[src/rtl/serial_compare_ctrl.sv]
// serial_compare_ctrl
//   Drives one shared, purely combinational 1-bit comparator cell to compare
//   two WIDTH-bit operands MSB-first, one bit per clock. It stops at the first
//   differing bit and returns a registered one-hot h/e/l result together with
//   a one-cycle done pulse.
//
//   Optional feature macro: SERIAL_CMP_SIGNED_EN
//     defined     -> two's complement compare. A difference found on the MSB
//                    step has its h/l sense swapped.
//     not defined -> unsigned magnitude compare, and no swap logic exists.
//
// Ports
//   clk, rst        clock, synchronous active-high reset
//   start           request, accepted only while ready=1
//   a_in, b_in      operands, captured on the accepting edge
//   ready           high while idle (decoded from the state register)
//   done            one-cycle pulse; h/e/l are valid from this cycle on
//   h, e, l         registered one-hot result (A>B, A==B, A<B)
//   cmp_a, cmp_b    current bit pair sent to the shared comparator
//   cmp_h/e/l       shared comparator outputs, sampled in the same cycle
module serial_compare_ctrl #(
  parameter int unsigned WIDTH = 8
) (
  input  logic             clk,
  input  logic             rst,
  input  logic             start,
  input  logic [WIDTH-1:0] a_in,
  input  logic [WIDTH-1:0] b_in,
  output logic             ready,
  output logic             done,
  output logic             h,
  output logic             e,
  output logic             l,
  output logic             cmp_a,
  output logic             cmp_b,
  input  logic             cmp_h,
  input  logic             cmp_e,
  input  logic             cmp_l
);

  localparam int unsigned IDX_W = $clog2(WIDTH);
  localparam logic [IDX_W-1:0] IDX_MSB = IDX_W'(WIDTH - 1);

  localparam logic [1:0] S_IDLE = 2'd0;
  localparam logic [1:0] S_CMP  = 2'd1;
  localparam logic [1:0] S_DONE = 2'd2;

  logic [1:0]       state, state_nxt;
  logic [IDX_W-1:0] idx, idx_nxt;
  logic [WIDTH-1:0] a_q, b_q;
  logic             load_ops;
  logic             res_load, res_h, res_e, res_l;
  logic             bit_eq, bit_gt;

  // Resolve the comparator outputs in priority order: e, then h, then l.
  // If all three are low, the bit pair is treated as equal.
  always_comb begin
    bit_eq = cmp_e | ~(cmp_h | cmp_l);
`ifdef SERIAL_CMP_SIGNED_EN
    // The sign bit carries negative weight, so its sense flips on the MSB step.
    bit_gt = cmp_h ^ (idx == IDX_MSB);
`else
    bit_gt = cmp_h;
`endif
  end

  // Next-state and result decode.
  always_comb begin
    state_nxt = state;
    idx_nxt   = idx;
    load_ops  = 1'b0;
    res_load  = 1'b0;
    res_h     = 1'b0;
    res_e     = 1'b0;
    res_l     = 1'b0;
    case (state)
      S_IDLE: begin
        if (start) begin
          load_ops  = 1'b1;
          idx_nxt   = IDX_MSB;
          state_nxt = S_CMP;
        end
      end
      S_CMP: begin
        if (!bit_eq) begin
          res_load  = 1'b1;
          res_h     = bit_gt;
          res_l     = ~bit_gt;
          state_nxt = S_DONE;
        end else if (idx == '0) begin
          res_load  = 1'b1;
          res_e     = 1'b1;
          state_nxt = S_DONE;
        end else begin
          idx_nxt = idx - IDX_W'(1);
        end
      end
      S_DONE:  state_nxt = S_IDLE;
      default: state_nxt = S_IDLE;
    endcase
  end

  // State, index, operand and result registers.
  always_ff @(posedge clk) begin
    if (rst) begin
      state <= S_IDLE;
      idx   <= IDX_MSB;
      a_q   <= '0;
      b_q   <= '0;
      done  <= 1'b0;
      h     <= 1'b0;
      e     <= 1'b0;
      l     <= 1'b0;
    end else begin
      state <= state_nxt;
      idx   <= idx_nxt;
      done  <= (state_nxt == S_DONE);
      if (load_ops) begin
        a_q <= a_in;
        b_q <= b_in;
      end
      if (res_load) begin
        h <= res_h;
        e <= res_e;
        l <= res_l;
      end
    end
  end

  assign ready = (state == S_IDLE);

  // The comparator cell sees zeros whenever no compare is in progress.
  assign cmp_a = (state == S_CMP) & a_q[idx];
  assign cmp_b = (state == S_CMP) & b_q[idx];

endmodule

[config.mk]
export PLATFORM = sky130hd
export DESIGN_NAME = serial_compare_ctrl
export DESIGN_NICKNAME = d
export VERILOG_FILES = /design/src/rtl/serial_compare_ctrl.sv
export SDC_FILE = /design/constraint.sdc
export NUM_CORES = 1
export LEC_CHECK = 0
export BUFFER_PORTS_ARGS = -buffer_cell sky130_fd_sc_hd__buf_2
export CORE_MARGIN = 4
export CORE_UTILIZATION = 35
export DETAILED_ROUTE_END_ITERATION = 12
export PLACE_DENSITY_LB_ADDON = 0.1
export SLEW_MARGIN = 20
export SYNTH_ARGS = -nofsm -noshare
export SYNTH_HDL_FRONTEND = slang
export SYNTH_SLANG_ARGS = --single-unit
[constraint.sdc]
create_clock -name clk -period 2.57 [get_ports clk]
set_clock_uncertainty 0.1 [all_clocks]
set_input_delay 0.514 -clock clk [delete_from_list [all_inputs] [get_ports clk]]
set_output_delay 0.514 -clock clk [all_outputs]
set_load 0.01 [all_outputs]
==> results_dict.tcl, run 1 <==
set metrics [dict create \
    fillers 323 \
    cts-root-buf "clkbuf_4" \
    report.final.slew_viol_count 0 \
    yosys_warnings 0 \
    ioPinCount 29 \
    cp_max_fo 6 \
    fin_crit_ns 2.36 \
    drc 0 \
    synth_top_area_share_pct 44.2 \
    num_vias 811 \
    grt_use_total_pct 11.3 \
    final_cells 179 \
    criticalPathCategory "reg2out" \
    die_h_um 64.9 \
    pwr_density_cell_nw_per_um2 527 \
    htree_num_levels 1 \
    cap_violations 0 \
    synth_area_leaders "dfxtp_1, mux2i_1, mux4_1" \
    rsz0062_at_grt "false" \
    cts_sinks 25 \
    netlist_instances 108 \
    avgSynthCellArea_um2 10.5 \
    layout_commonest_cell "buf_2" \
    dieArea_um2 4210 \
    slew_headroom_pct 66.7 \
    die_x_um 64.9 \
    synth.distinct_cells 25 \
    worst_slew_pin_slew_ns 0.499 \
    final_cell_mix "buf_2, dfxtp_1, nor2_1" \
    placedCellCount 175 \
    fmax_mhz 424 \
    drt_first_pass_iters 2 \
    grt_pass1_vias 789 \
    peakVddDrop_v 0.000314 \
    worst_ep_required_time_ns 1.96 \
    drt_first_iter_violations 11 \
    path_clk_slew_ns 0.14 \
    netlist_area_um2 1130 \
    grt_pass1_wl_um 3710 \
    ctsResizeCount 0 \
    power.leakage_nw 0.646 \
    place_congestion 0.710 \
    drt-total-wl_um 2230 \
    io_buffers 28 \
    synth-seq-cells 25 \
    ant_nets 0 \
    final_nets 160 \
    hold_violations 0 \
    yosysSeqAreaShare_pct 44.2 \
    wl_per_cell_um 12.4 \
    insertedDiodeCount 0 \
    tns_ns 0 \
    grt_max_degree 31 \
    cp-start-kind "flop" \
    start_util_pct 36.8 \
    post_cts_buffers 0 \
    worstSkewPairLatency_ns 0.31 \
    antenna_found_initial 0 \
    numCtsBuffers 3 \
    area_growth_pct 17.6 \
    status "finished, final reports clean" \
    viasPerCell 4.53 \
    yosysTopAreaCell "dfxtp_1" \
    gr-total-overflow 0 \
    cts_tree "yes" \
    core_um2 3080 \
    setup_viol 0 \
    drive_gt1_share_pct 25.9 \
    arrival_ns 1.74 \
    hp-class "in2reg" \
    cp-end-kind "output port" \
    clock_path_buffers 2 \
    min_period_over_period_pct 91.7 \
    cts_hold_repair.buffers 0 \
    fp-row-count 20 \
    synthesis.nets 132 \
    hpwl_um 1650 \
]
cell usage after synthesis:
cell and instances:
a21oi_1 3, a2bb2oi_1 1, and2_1 1, buf_1 1, buf_2 2, buf_4 1, buf_6 1, clkbuf_1 1
dfxtp_1 25, ha_1 2, inv_1 3, mux2i_1 20, mux4_1 4, nand2b_1 4, nand2b_2 1, nand3_1 1
nor2_1 22, nor2b_1 4, nor3_1 4, nor3b_2 1, o21ai_0 2, o21ba_2 1, o21bai_1 1, or4_1 1
or4b_1 1
worst paths after layout:
check | start | endpoint | slack [ns] | depth (start not counted)
min reg2reg | h$_SDFFE_PP0P_ | h$_SDFFE_PP0P_ | 0.38 | 2
max reg2reg | idx[0]$_SDFFE_PP1P_ | idx[0]$_SDFFE_PP1P_ | 1.03 | 5
min | b_in[6] | b_q[6]$_SDFFE_PP0P_ | 0.33 | 3
max | idx[0]$_SDFFE_PP1P_ | cmp_a | 0.21 | 4
worst max-delay path, cell delays in order, from the launching register on:
cell and delay, ns:
dfxtp_1 0.48, mux4_1 0.60, mux2i_1 0.15, nor2_1 0.06, buf_2 0.13
state kept, by name, summed over array words and instances (netlist names):
register and flops:
state 2, a_q 8, done 1, b_q 8
l 1, h 1, e 1, idx 3
layout make-up:
cell class                      instances  area (µm²)  area share, %
Clock buffer                            4        26.3           1.97
Inverter                                3        11.3          0.846
Multi-Input combinational cell         74         591           44.4
Sequential cell                        25         500           37.6
Tap cell                               44        55.1           4.14
Timing Repair Buffer                   29         148           11.1
logic make-up (layout without fill, tap and decap cells):
| logic type | count (synthesis) | count (layout) | share of synthesized area [%] |
|---|---|---|---|
| compound gates | 8 | 8 | 4.53 |
| flops | 25 | 25 | 44.2 |
| mux | 24 | 24 | 27.0 |
| fa+ha+maj | 2 | 2 | 2.21 |
| buf+inv | 9 | 36 | 4.20 |
| simple gates | 40 | 40 | 17.9 |
report_power, final:
group          internal [mW]  total, mW  switching, mW
Clock                 0.0606      0.172          0.111
Combinational         0.0564      0.105         0.0490
Sequential             0.409      0.425         0.0152
metal layers:
metal	global-route usage, %	routed length, µm	part of all wire (%)	up-vias
met4	1.58	11	0.49	0
met3	4.51	117	5.3	2
met1	14.2	989	44	363
met2	18.8	1110	50	18
met5	0	0	0	-
li1	-	-	-	428
per-stage QoR:
| step | power (mW) | util, % | hold slack, ns | instance area (µm²) | setup WS (ns) |
|---|---|---|---|---|---|
| finish | 0.702 | 43.3 | 0.325 | 1330 | 0.214 |
| global placement | 0.538 | 42.4 | 0.362 | 1310 | 0.613 |
| floorplan | 0.506 | - | 0.351 | 1130 | 0.803 |
| CTS | 0.717 | 43.3 | 0.316 | 1330 | 0.182 |
| detailed placement | 0.541 | 42.4 | 0.363 | 1310 | 0.564 |
| global route | 0.748 | 43.3 | 0.313 | 1330 | 0.0808 |
(Power assumes the default switching activity.)
==> inputs of run 2 (changes only) <==
- SETUP_SLACK_MARGIN: not set -> 0.4
==> run 2 against run 1 <==
Effect of this change: non-clock buffer count is 1 higher; sequential power hardly changed; critical path depth stayed put; register-to-register slack better by 0.02 ns; cell count is 0.56% higher; sequential cell count stayed put; via count is 1.5% higher.
==> results_dict.tcl, run 2 (synthesis results as in run 1) <==
set metrics [dict create \
    antenna_found_initial 0 \
    max_stage_delay_ns 0.51 \
    placedCellCount 175 \
    min_period_over_period_pct 85.4 \
    worst_ep_required_time_ns 1.96 \
    io_buffers 28 \
    crit_chain "mux4_2 -> mux2i_1 -> nor2_1 -> buf_2" \
    report.final.slew_viol_count 0 \
    r2r_start "idx[0]$_SDFFE_PP1P_" \
    drt_first_iter_violations 9 \
    area_growth_pct 17.2 \
    path_clk_slew_ns 0.13 \
    pwr_density_cell_nw_per_um2 530 \
    gr-total-overflow 0 \
    slew_headroom_pct 65.6 \
    setup_viol 0 \
    fin_crit_ns 2.19 \
    fp-row-count 20 \
    grt_use_total_pct 11.8 \
    reg_top3 "a_q: 8 flops, b_q: 8 flops, idx: 3 flops" \
    drc 0 \
    cts_hold_repair.buffers 0 \
    cts_sinks 25 \
    cap_violations 0 \
    htree_num_levels 1 \
    total_power_mw 0.704 \
    start_util_pct 36.8 \
    r2r_cells 6 \
    die_x_um 64.9 \
    cts_tree "yes" \
    cp-end-kind "output port" \
    final_cells 180 \
    rsz0062_at_grt "true" \
    place_congestion 0.710 \
    die_h_um 64.9 \
    grt_max_degree 31 \
    hold_violations 0 \
    crit_end "cmp_a" \
    wl_per_cell_um 12.6 \
    insertedDiodeCount 0 \
    cp-start-kind "flop" \
    fmax_mhz 456 \
    dieArea_um2 4210 \
    timing.rr.end "idx[0]$_SDFFE_PP1P_" \
    layout_commonest_cell "buf_2" \
    power.leakage_nw 0.621 \
    grt_pass1_vias 801 \
    numCtsBuffers 3 \
    arrival_ns 1.58 \
    cp-startpoint "idx[0]$_SDFFE_PP1P_" \
    final_nets 161 \
    ant_nets 0 \
    worstSkewPairLatency_ns 0.31 \
    drt-total-wl_um 2270 \
    ioPinCount 29 \
    num_vias 823 \
    viasPerCell 4.57 \
    worst_slew_pin_slew_ns 0.516 \
    drt_first_pass_iters 3 \
    cp_max_fo 5 \
    r2r_slack_ns 1.05 \
    core_um2 3080 \
    tns_ns 0 \
    crit_slowest_cell "mux4_2" \
    drive_gt1_share_pct 30.1 \
    hp-class "in2reg" \
    clock_path_buffers 2 \
    peakVddDrop_v 0.000319 \
    hpwl_um 1650 \
    final_cell_mix "buf_2, dfxtp_1, nor2_1" \
    status "finished, final reports clean" \
    criticalPathCategory "reg2out" \
    cts-root-buf "clkbuf_4" \
    grt_pass1_wl_um 3840 \
]
[run 2: what timing repair did]
item | in CTS | in global routing
resized for setup | 6 | 0
pin swaps | 0 | 1
setup buffers | 1 | 0
endpoints found under the setup margin | 2 | 2
[run 2: through the flow]
stage	worst slack, ns	utilization [%]	cell area [µm²]	hold slack (ns)
2_1_floorplan	0.803	-	1130	0.351
3_3_place_gp	0.613	42.4	1310	0.362
3_5_place_dp	0.564	42.4	1310	0.363
4_1_cts	0.351	43.1	1330	0.316
5_1_grt	0.259	43.1	1330	0.313
6_report	0.376	43.1	1330	0.332
[run 2: worst min-delay path by stage]
stage | start | endpoint | slack (ns) | depth (start not counted)
4_1_cts | b_in[6] | b_q[6]$_SDFFE_PP0P_ | 0.32 | 3
3_5_place_dp | h$_SDFFE_PP0P_ | h$_SDFFE_PP0P_ | 0.36 | 2
5_1_grt | b_in[6] | b_q[6]$_SDFFE_PP0P_ | 0.31 | 3
2_1_floorplan | a_q[1]$_SDFFE_PP0P_ | a_q[1]$_SDFFE_PP0P_ | 0.35 | 2
3_3_place_gp | l$_SDFFE_PP0P_ | l$_SDFFE_PP0P_ | 0.36 | 2
6_report | b_in[6] | b_q[6]$_SDFFE_PP0P_ | 0.33 | 3
[run 2: power by group]
part | switching (mW) | total (mW) | internal (mW)
clock | 0.109 | 0.169 | 0.0605
combinational | 0.0503 | 0.108 | 0.0582
sequential | 0.0166 | 0.426 | 0.409
[run 2: cell type report]
type	instances	area, µm²
Timing Repair Buffer	30	155
Clock buffer	4	26.3
Multi-Input combinational cell	74	576
Inverter	3	11.3
Tap cell	44	55.1
Fill cell	328	1750
Sequential cell	25	504
[run 2: worst max-delay path, delay by kind of cell, from the launching register on]
| family | cells | cell delay (ns) |
|---|---|---|
| flops | 1 | 0.41 |
| mux | 2 | 0.66 |
| simple gates | 1 | 0.06 |
| buf+inv | 1 | 0.13 |
[run 2: per-layer routing]
metal | track usage, % | up-vias | wire length, µm | part of all wire, %
li1 | - | 427 | - | -
met1 | 15.2 | 372 | 1040 | 46
met2 | 18.4 | 20 | 1070 | 47
met3 | 4.68 | 4 | 125 | 5.5
met4 | 2.64 | 0 | 42 | 1.8
met5 | 0 | - | 0 | 0
==> inputs of run 3 (changes only) <==
- PLACE_DENSITY: not set -> 0.61
- PLACE_DENSITY_LB_ADDON: 0.1 -> not set
==> run 3 against run 2 <==
Effect of this change: combinational power about the same; core utilization is 0.24 points lower; sequential power barely moved; via count decreased by 0.24%; die area stayed put; sequential cell count stayed put; critical path type unchanged; sequential share of layout area grew 0.22 points; register-to-register slack better by 0.05 ns; largest cell class unchanged; clock power about the same; global-route usage decreased by 1.4 points.
==> results_dict.tcl, run 3 (synthesis results as in run 1) <==
set metrics [dict create \
    fin_util_pct 42.9 \
    viasPerCell 4.59 \
    peakVddDrop_v 0.000454 \
    grt_pass1_vias 747 \
    die_h_um 64.9 \
    path_clk_slew_ns 0.13 \
    rsz0062_at_grt "true" \
    num_vias 821 \
    area_growth_pct 16.6 \
    cp_max_fo 6 \
    report.final.slew_viol_count 0 \
    grt_max_degree 31 \
    pwr_density_cell_nw_per_um2 533 \
    worst_slew_pin_slew_ns 0.485 \
    reg_top3 "a_q: 8 flops, b_q: 8 flops, idx: 3 flops" \
    post_cts_buffers 0 \
    setup_viol 0 \
    cts_sinks 25 \
    min_period_over_period_pct 86.3 \
    netSwitchingFraction_pct 25.1 \
    ioPinCount 29 \
    place_congestion 0.753 \
    final_nets 160 \
    die_x_um 64.9 \
    cp-end-kind "output port" \
    fin_crit_ns 2.22 \
    grt_use_total_pct 10.4 \
    worstSkewPairLatency_ns 0.31 \
    cap_violations 0 \
    hold_violations 0 \
    cts_hold_repair.buffers 0 \
    drc 0 \
    internal-power_mw 0.527 \
    cp-start-kind "flop" \
    grt_pass1_wl_um 3440 \
    hp-class "in2reg" \
    fp-row-count 20 \
    arrival_ns 1.60 \
    antenna_found_initial 0 \
    drive_gt1_share_pct 29.6 \
    htree_num_levels 1 \
    fillers 321 \
    dieArea_um2 4210 \
    numCtsBuffers 3 \
    insertedDiodeCount 0 \
    clkPwrFrac_pct 24.4 \
    cts_tree "yes" \
    final_cell_mix "buf_2, dfxtp_1, nor2_1" \
    drt_first_pass_iters 4 \
    preCtsSetupSlack_ns 0.556 \
    layout_commonest_cell "buf_2" \
    power.leakage_nw 0.617 \
    gr-total-overflow 0 \
    clock_path_buffers 2 \
    criticalPathCategory "reg2out" \
    start_util_pct 36.8 \
    drt-total-wl_um 2140 \
    status "finished, final reports clean" \
    setup_ws_ns 0.351 \
    hpwl_um 1600 \
    cts-root-buf "clkbuf_4" \
    power_frac_comb_pct 15.2 \
    core_um2 3080 \
    ant_nets 0 \
    drt_first_iter_violations 41 \
    tns_ns 0 \
    io_buffers 28 \
    multi_input_area_um2 576 \
    p_switching_mw 0.177 \
    total_power_mw 0.704 \
    p_seq_share_pct 60.5 \
    fmax_mhz 451 \
    seq_area_um2 504 \
    wl_per_cell_um 12.0 \
    slew_headroom_pct 67.7 \
    worst_ep_required_time_ns 1.96 \
]
==> run 3: changes by cell type in the layout (fill, tap and decap cells not counted), sizes merged <==
| cell | previous run | this run |
|---|---|---|
| buf | 30 | 29 |
==> run 3: power by group through the flow <==
stage | Sequential (mW) | Combinational (mW) | Clock, mW
after global routing | 0.428 | 0.119 | 0.197
after floorplan | 0.427 | 0.0795 | 0
final | 0.426 | 0.107 | 0.171
after CTS | 0.426 | 0.108 | 0.179
after global placement | 0.433 | 0.104 | 0
after detailed placement | 0.433 | 0.107 | 0
==> run 3: path summary, 6_finish.rpt <==
check / depth (start not counted) / slack, ns / endpoint / start
hold / removal: 3 / 0.33 / b_q[7]$_SDFFE_PP0P_ / b_in[7]
setup / recovery: 4 / 0.35 / cmp_a / idx[0]$_SDFFE_PP1P_
hold reg to reg: 2 / 0.39 / h$_SDFFE_PP0P_ / h$_SDFFE_PP0P_
setup reg to reg: 5 / 1.10 / idx[1]$_SDFFE_PP1P_ / idx[1]$_SDFFE_PP1P_
==> run 3: final cells by class <==
class | count | area share [%]
inverter | 3 | 0.853
tap | 44 | 4.17
timing repair buffer | 29 | 11.2
sequential | 25 | 38.2
multi-input combinational | 74 | 43.6
clock buffer | 4 | 1.99
==> run 3: stage by stage <==
step,hold slack [ns],std cells,cell area (µm²)
after floorplan,0.351,108,1130
after global routing,0.324,179,1320
final,0.326,179,1320
after CTS,0.322,179,1320
after detailed placement,0.380,175,1310
after global placement,0.365,175,1310
==> run 3: critical path, cell delays in order (launching register included) <==
cell and delay, ns:
dfxtp_4 0.42, mux4_2 0.50, mux2i_1 0.18, nor2_1 0.05
buf_2 0.14
==> run 3: per-layer routing <==
| metal | wire length [µm] | global-route usage (%) | vias to the layer above |
|---|---|---|---|
| li1 | - | - | 424 |
| met1 | 1030 | 15.2 | 368 |
| met2 | 921 | 14.6 | 27 |
| met3 | 183 | 4.68 | 2 |
| met4 | 9 | 0.792 | 0 |
| met5 | 0 | 0 | - |
==> run 3: repair_timing <==
action	4_1_cts	5_1_grt
resized for setup	6	0
gates cloned	0	0
endpoints found under the setup margin	2	2
